===== config.mk =====
export PLATFORM = sky130hd
export DESIGN_NAME = seq_multiplier
export DESIGN_NICKNAME = d
export VERILOG_FILES = /design/src/rtl/seq_multiplier.sv
export SDC_FILE = /design/constraint.sdc
export NUM_CORES = 1
export LEC_CHECK = 0
export CAP_MARGIN = 20
export CORE_ASPECT_RATIO = 0.9
export CORE_MARGIN = 2
export CORE_UTILIZATION = 35
export DETAILED_ROUTE_END_ITERATION = 7
export GPL_TIMING_DRIVEN = 0
export PLACE_DENSITY_LB_ADDON = 0.2
export SLEW_MARGIN = 10
export SYNTH_ARGS = -nofsm -noshare
export SYNTH_HDL_FRONTEND = slang
export SYNTH_SLANG_ARGS = --single-unit

===== constraint.sdc =====
create_clock -name clk -period 4.3 [get_ports clk]
set_input_delay 0.86 -clock clk [delete_from_list [all_inputs] [get_ports clk]]
set_output_delay 0.86 -clock clk [all_outputs]
set_load 0.005 [all_outputs]

===== src/rtl/seq_multiplier.sv =====
// Sequential shift-add multiplier, one partial product per cycle, signed/unsigned modes.
// Operands are latched as magnitudes plus a sign flag; the sign is applied once at the end.
module seq_multiplier #(
  parameter int WIDTH = 8
) (
  input  logic                 clk,
  input  logic                 rst_n,
  input  logic                 in_valid,
  output logic                 in_ready,
  input  logic [WIDTH-1:0]     multiplicand,
  input  logic [WIDTH-1:0]     multiplier_input,
  input  logic                 signed_mode,
  output logic                 out_valid,
  input  logic                 out_ready,
  output logic [2*WIDTH-1:0]   product,
  output logic                 busy
);

  localparam int CW = $clog2(WIDTH);
  localparam int AW = 2 * WIDTH + 1;

  typedef enum logic [1:0] {
    S_IDLE = 2'd0,
    S_CALC = 2'd1,
    S_DONE = 2'd2
  } state_e;

  state_e               state_q;
  logic [CW-1:0]        cnt_q;
  logic [AW-1:0]        acc_q;
  logic [WIDTH-1:0]     mcand_q;
  logic [WIDTH-1:0]     mplier_q;
  logic                 neg_q;
  logic [2*WIDTH-1:0]   product_q;
  logic                 in_ready_q;
  logic                 out_valid_q;
  logic                 busy_q;

  logic [WIDTH-1:0]     addend_d;
  logic [WIDTH:0]       upper_sum_d;
  logic [AW-1:0]        acc_d;
  logic [WIDTH-1:0]     mplier_d;
  logic [2*WIDTH-1:0]   final_d;
  logic [2*WIDTH-1:0]   product_d;
  logic                 last_d;

  // Two's complement magnitude; -2^(WIDTH-1) maps to 2^(WIDTH-1), which still fits unsigned.
  function automatic logic [WIDTH-1:0] magnitude(input logic [WIDTH-1:0] v, input logic sgn);
    if (sgn && v[WIDTH-1]) begin
      magnitude = ~v + {{(WIDTH-1){1'b0}}, 1'b1};
    end else begin
      magnitude = v;
    end
  endfunction

  // One add-then-shift iteration and the sign-corrected product on the last one
  always_comb begin
    addend_d    = {WIDTH{1'b0}};
    upper_sum_d = {(WIDTH+1){1'b0}};
    acc_d       = {AW{1'b0}};
    mplier_d    = {WIDTH{1'b0}};
    final_d     = {(2*WIDTH){1'b0}};
    product_d   = {(2*WIDTH){1'b0}};
    last_d      = 1'b0;

    if (mplier_q[0]) begin
      addend_d = mcand_q;
    end else begin
      addend_d = {WIDTH{1'b0}};
    end

    // Upper half never exceeds 2^WIDTH-1 before the add, so WIDTH+1 bits hold the sum.
    upper_sum_d = acc_q[AW-1:WIDTH] + {1'b0, addend_d};
    acc_d       = {1'b0, upper_sum_d, acc_q[WIDTH-1:1]};
    mplier_d    = {acc_q[0], mplier_q[WIDTH-1:1]};
    final_d     = acc_d[2*WIDTH-1:0];

    if (neg_q) begin
      product_d = ~final_d + {{(2*WIDTH-1){1'b0}}, 1'b1};
    end else begin
      product_d = final_d;
    end

    last_d = (cnt_q == CW'(WIDTH - 1));
  end

  // Control FSM with registered handshake outputs and datapath state
  always_ff @(posedge clk or negedge rst_n) begin
    if (!rst_n) begin
      state_q     <= S_IDLE;
      cnt_q       <= {CW{1'b0}};
      acc_q       <= {AW{1'b0}};
      mcand_q     <= {WIDTH{1'b0}};
      mplier_q    <= {WIDTH{1'b0}};
      neg_q       <= 1'b0;
      product_q   <= {(2*WIDTH){1'b0}};
      in_ready_q  <= 1'b1;
      out_valid_q <= 1'b0;
      busy_q      <= 1'b0;
    end else begin
      case (state_q)
        S_IDLE: begin
          if (in_valid) begin
            mcand_q    <= magnitude(multiplicand, signed_mode);
            mplier_q   <= magnitude(multiplier_input, signed_mode);
            neg_q      <= signed_mode & (multiplicand[WIDTH-1] ^ multiplier_input[WIDTH-1]);
            acc_q      <= {AW{1'b0}};
            cnt_q      <= {CW{1'b0}};
            in_ready_q <= 1'b0;
            busy_q     <= 1'b1;
            state_q    <= S_CALC;
          end
        end
        S_CALC: begin
          acc_q    <= acc_d;
          mplier_q <= mplier_d;
          cnt_q    <= cnt_q + {{(CW-1){1'b0}}, 1'b1};
          if (last_d) begin
            product_q   <= product_d;
            out_valid_q <= 1'b1;
            state_q     <= S_DONE;
          end
        end
        S_DONE: begin
          if (out_ready) begin
            out_valid_q <= 1'b0;
            busy_q      <= 1'b0;
            in_ready_q  <= 1'b1;
            state_q     <= S_IDLE;
          end
        end
        default: begin
          out_valid_q <= 1'b0;
          busy_q      <= 1'b0;
          in_ready_q  <= 1'b1;
          state_q     <= S_IDLE;
        end
      endcase
    end
  end

  assign in_ready  = in_ready_q;
  assign out_valid = out_valid_q;
  assign busy      = busy_q;
  assign product   = product_q;

endmodule

Word level (Yosys, flattened, before mapping)
Cells that the tools add are included.
- register bits: 58
- word-level logic and storage cells: 60
- add/sub/neg operators: 5
- equal/unequal tests: 6
- muxes and demuxes: 22
- bitwise logic cells: 7
- reductions and logical operators: 10
- operators with widths (cell ; count):
    17-bit case mux with 2 select lines ; 1
    8-bit 2-to-1 mux ; 4
    17-bit 2-to-1 mux ; 1
    16-bit by 1-bit adder with 16-bit output (second input constant) ; 1
    8-bit by 1-bit adder with 8-bit output (second input constant) ; 2
    16-bit 2-to-1 mux ; 1
    16-bit NOT ; 1
    8-bit NOT ; 2
    8-bit case mux with 2 select lines ; 1
    9-bit by 8-bit adder with 9-bit output ; 1
    1-bit case mux with 3 select lines ; 3
    3-bit AND reduction ; 3
    2-bit 2-to-1 mux ; 3
    2-bit != test (second input constant) ; 3
    2-bit case mux with 3 select lines ; 1
    3-bit case mux with 2 select lines ; 1
    2-bit AND reduction ; 3
    1-bit 2-to-1 mux ; 5
    3-bit by 1-bit adder with 3-bit output (second input constant) ; 1
    3-bit == test (second input constant) ; 1
    3-bit 2-to-1 mux ; 1
    2-bit by 1-bit == test with 1-bit output (second input constant) ; 1
    2-bit == test (second input constant) ; 1
    1-bit logical AND ; 2
    other kinds (5) ; 6

Depth between registers and ports, before layout
- word-level depth: 5
- depth in mapped cells: 10
- gate-level depth less buffers: 10

Worst setup path before layout
OpenSTA, ideal clock, no wires.
- kind: reg-to-reg
- from: reg mplier_q[0]
- to: reg product_q[15], in the netlist product[15]
- arrival: 2.558 ns
- setup slack: 1.622 ns
- cell stages (with the launch flop): 11
- path buffers: 0
- path through: dfrtp_1 -> and2_1 -> ha_1 -> fa_1 -> a21o_1 -> a21oi_1 -> a21oi_1 -> o311ai_1 -> nand2_1 -> or4b_1 -> o211a_1
- word-level cells in the longest chain between the ends: 5
- ends and longest elaborated chain (element ; line ; text):
    start: declaration ; 32 ; logic [WIDTH-1:0] mplier_q;
    start signal: assignment ; 94 ; mplier_q <= {WIDTH{1'b0}};
    start signal: assignment ; 105 ; mplier_q <= magnitude(multiplier_input, signed_mode);
    start signal: assignment ; 116 ; mplier_q <= mplier_d;
    8-bit 2-to-1 mux * ; 66 ; if (mplier_q[0]) begin
    9-bit by 8-bit adder with 9-bit output * ; 73 ; upper_sum_d = acc_q[AW-1:WIDTH] + {1'b0, addend_d};
    16-bit NOT ; 79 ; product_d = ~final_d + {{(2*WIDTH-1){1'b0}}, 1'b1};
    16-bit by 1-bit adder with 16-bit output ; 79 ;
    16-bit 2-to-1 mux * ; 78 ; if (neg_q) begin
    end signal: assignment ; 96 ; product_q <= {(2*WIDTH){1'b0}};
    end signal: assignment ; 119 ; product_q <= product_d;
    end: declaration ; 34 ; logic [2*WIDTH-1:0] product_q;
Every way passes the cells marked *; elsewhere a longest branch is shown, timed or not.
A chain may end at the register's enable or synchronous reset.

Worst setup path in the final report
Ends and elaborated chain as after synthesis.

==> impl_metrics.env <==
export IMPL_port_buffers=38
export IMPL_num_vias=2660
export IMPL_cp_arrival_ns=3.20
export IMPL_crit_family="simple AND/OR/NAND/NOR gates"
export IMPL_fmax_mhz=334
export IMPL_final_hold_viol_count=0
export IMPL_worstRegToRegCells=10
export IMPL_antenna_found_initial=0
export IMPL_drtIter0Drc=125
export IMPL_clockRootBuffer="clkbuf_8"
export IMPL_row_count=33
export IMPL_hp_class="register to register"
export IMPL_min_to="mcand_q[0]"
export IMPL_clock_sinks=57
export IMPL_clkLatencyLatePin_ns=0.33
export IMPL_synth_distinct_cells=45
export IMPL_final_max_slew_viol_count=0
export IMPL_cts_setup_buffers=0
export IMPL_synth_ff_type="dfrtp_1"
export IMPL_place_congestion=0.811
export IMPL_setup_violations=0
export IMPL_drive_gt1_share_pct=4.82
export IMPL_critPathKind="register to register"
export IMPL_grt_max_degree=58
export IMPL_syn_inst=361
export IMPL_clk_pin_slew_ns=0.07
export IMPL_yosysWarnings=0
export IMPL_fp_dieH_um=94.7
export IMPL_drcViolationCount=0
export IMPL_syn_to_final_growth_pct=22.6
export IMPL_syn_area_um2=3200
export IMPL_utilization_pct=43.5
export IMPL_end_kind="register"
export IMPL_post_cts_resized=0
export IMPL_initial_core_util_pct=35.5
export IMPL_r2r_start="mplier_q[0]"
export IMPL_track_usage_pct=15.4
export IMPL_ys_seq_elements=57
export IMPL_multi_input_area_um2=1670
export IMPL_drtAntennaViolNets=0
export IMPL_grt_overflow_total=0
export IMPL_crit_fanout=9
export IMPL_die_x_um=105
export IMPL_tightest_slew_ns=0.794
export IMPL_detailedRoute_firstPassIterationCount=5
export IMPL_relSlewSlack_pct=46.9
export IMPL_holdPathStages=2
export IMPL_path_cells="and2_1 -> ha_1 -> fa_1 -> a21o_1 -> nand2_1 -> o21ai_1 -> a31oi_1 -> nand3_1 -> or4b_1 -> o211a_1"
export IMPL_pin_count=40
export IMPL_hpwl_um=5350
export IMPL_grt_pass1_wl_um=12200
export IMPL_numCtsBuffers=9
export IMPL_rsz0062_at_grt="false"
export IMPL_diodes=0
export IMPL_power_density_nw_per_um2=693
export IMPL_power_leakage_nw=1.71
export IMPL_hold_start="mcand_q[0]"
export IMPL_clock_skew_final_ns=0.0120
export IMPL_startpoint_type="register"
export IMPL_post_route_min_period_ns=2.99
export IMPL_reg2reg_to="product[15]"
export IMPL_reg2reg_slack_ns=1.31
export IMPL_wl_per_cell_um=13.2
export IMPL_period_share_pct=69.5
export IMPL_viasPerCell=4.95
export IMPL_outcome="finished clean"
export IMPL_syn_avg_cell_area_um2=8.85
export IMPL_cts_max_level=3
export IMPL_tns_ns=0
export IMPL_seqCellArea_um2=1430
export IMPL_yosysSeqAreaShare_pct=44.7
export IMPL_ir_drop_mv=0.196
export IMPL_synth_edf_count=0
export IMPL_critPathRequiredTime_ns=4.51
export IMPL_cp_slowest_cell="or4b_1"
export IMPL_dieArea_um2=9910
export IMPL_nets=445
export IMPL_core_um2=9000
export IMPL_syn_num_nets=396
export IMPL_hold_buffers=0
export IMPL_wirelength_um=7070
export IMPL_clock_path_buffers=2
export IMPL_ys_async_sr_fraction_pct=100
export IMPL_max_stage_delay_ns=0.49
export IMPL_grt_pass1_vias=2526
export IMPL_drv_cap=0
export IMPL_critical_path_buf_inv_count=0
export IMPL_tritoncts="done"
export IMPL_fillers=947
sequential cells by signal, summed over array words and instances (netlist names):
register,cells
busy,1
neg_q,1
cnt_q,3
out_valid,1
state_q,2
acc_q,16
mcand_q,8
in_ready,1
mplier_q,8
product,16
placed cells by master (no fill, tap or decap), types with 2 or more instances in the layout:
| master | netlist | final |
|---|---|---|
| nor2_1 | 14 | 14 |
| inv_1 | 9 | 9 |
| a21o_1 | 4 | 4 |
| xnor2_1 | 15 | 15 |
| nand3_1 | 17 | 17 |
| clkbuf_1 | 17 | 20 |
| a22oi_1 | 7 | 7 |
| o22ai_1 | 2 | 2 |
| clkbuf_8 | 0 | 10 |
| or3_1 | 2 | 2 |
| ha_1 | 13 | 13 |
| mux2i_1 | 3 | 3 |
| o21ai_0 | 50 | 50 |
| o31ai_1 | 6 | 6 |
| xor2_1 | 15 | 15 |
| and2_1 | 8 | 8 |
| dfrtp_1 | 56 | 56 |
| clkdlybuf4s50_1 | 0 | 37 |
| a21oi_1 | 12 | 12 |
| nor2b_1 | 6 | 6 |
| nand2_1 | 67 | 67 |
| o21ai_1 | 5 | 5 |
| nand2b_1 | 6 | 6 |
| a31oi_1 | 4 | 4 |
logic make-up (layout without fill, tap and decap cells):
kind of cell / after synthesis / count (layout) / synth area share [%]
and+or+nand+nor: 131 / 131 / 19.1
AOI/OAI and AO/OA: 99 / 99 / 18.1
DFF: 57 / 57 / 44.7
xor gates and xnor gates: 30 / 30 / 8.22
buffers and inverters: 27 / 81 / 3.21
adders and majority gates: 14 / 14 / 5.72
muxes: 3 / 3 / 0.940
how the worst max path moves through the flow:
stage | startpoint | end | cells past startpoint
after floorplan | mplier_q[0] | product[15] | 10
after global placement | rst_n | mcand_q[6] | 1
after detailed placement | mplier_q[0] | product[15] | 10
after CTS | mplier_q[0] | product[15] | 10
after global routing | mplier_q[0] | product[15] | 10
final | mplier_q[0] | product[15] | 10
cell type report:
class	instances	share of cell area, %
inverters	9	0.862
multi-input cells	277	42.5
well taps	122	3.90
plain buffers	18	1.76
flip-flops and latches	57	36.4
clock buffers	13	3.80
repair buffers	38	9.65
clock inverters	3	1.09
synth_stat cells, types with 7 or more instances:
library cell	count	area (µm²)
and2_1	8	50.1
nand2_1	67	251
o21ai_0	50	250
a22oi_1	7	52.6
xnor2_1	15	131
clkbuf_1	17	63.8
dfrtp_1	56	1400
inv_1	9	33.8
a21oi_1	12	60.1
nor2_1	14	52.6
nand3_1	17	85.1
xor2_1	15	131
ha_1	13	163
tightest hold or removal path, cell delays in order (launching register included):
cell and delay, ns:
dfrtp_1 0.34, nand2_1 0.04, o21ai_0 0.06
metal layers:
layer  global-route usage, %  vias to the layer above  share of wire (%)
li1                        -                     1352                  -
met1                    20.2                     1241                 50
met2                    25.3                       57                 44
met3                    3.04                       10                4.6
met4                    6.33                        0                1.8
met5                       0                        -                  0
report_power, final:
group | switching [W] | internal, W | leakage, nW
Clock | 0.000206 | 0.000283 | 0.0936
Combinational | 0.000723 | 0.000575 | 0.897
Sequential | 0.000154 | 0.000771 | 0.721
Total | 0.00108 | 0.00163 | 1.71
stage by stage:
stage | hold WS (ns) | power (W) | std cells | setup WS [ns] | cell area (µm²)
after floorplan | 0.438 | 0.00179 | 361 | 1.62 | 3200
after global placement | 0.456 | 0.00222 | 521 | 0.543 | 3730
after global routing | 0.498 | 0.00297 | 537 | 1.08 | 3920
final | 0.473 | 0.00271 | 537 | 1.31 | 3920
after CTS | 0.478 | 0.00274 | 537 | 1.30 | 3920
after detailed placement | 0.463 | 0.00225 | 521 | 1.32 | 3730
(Power assumes the default switching activity.)
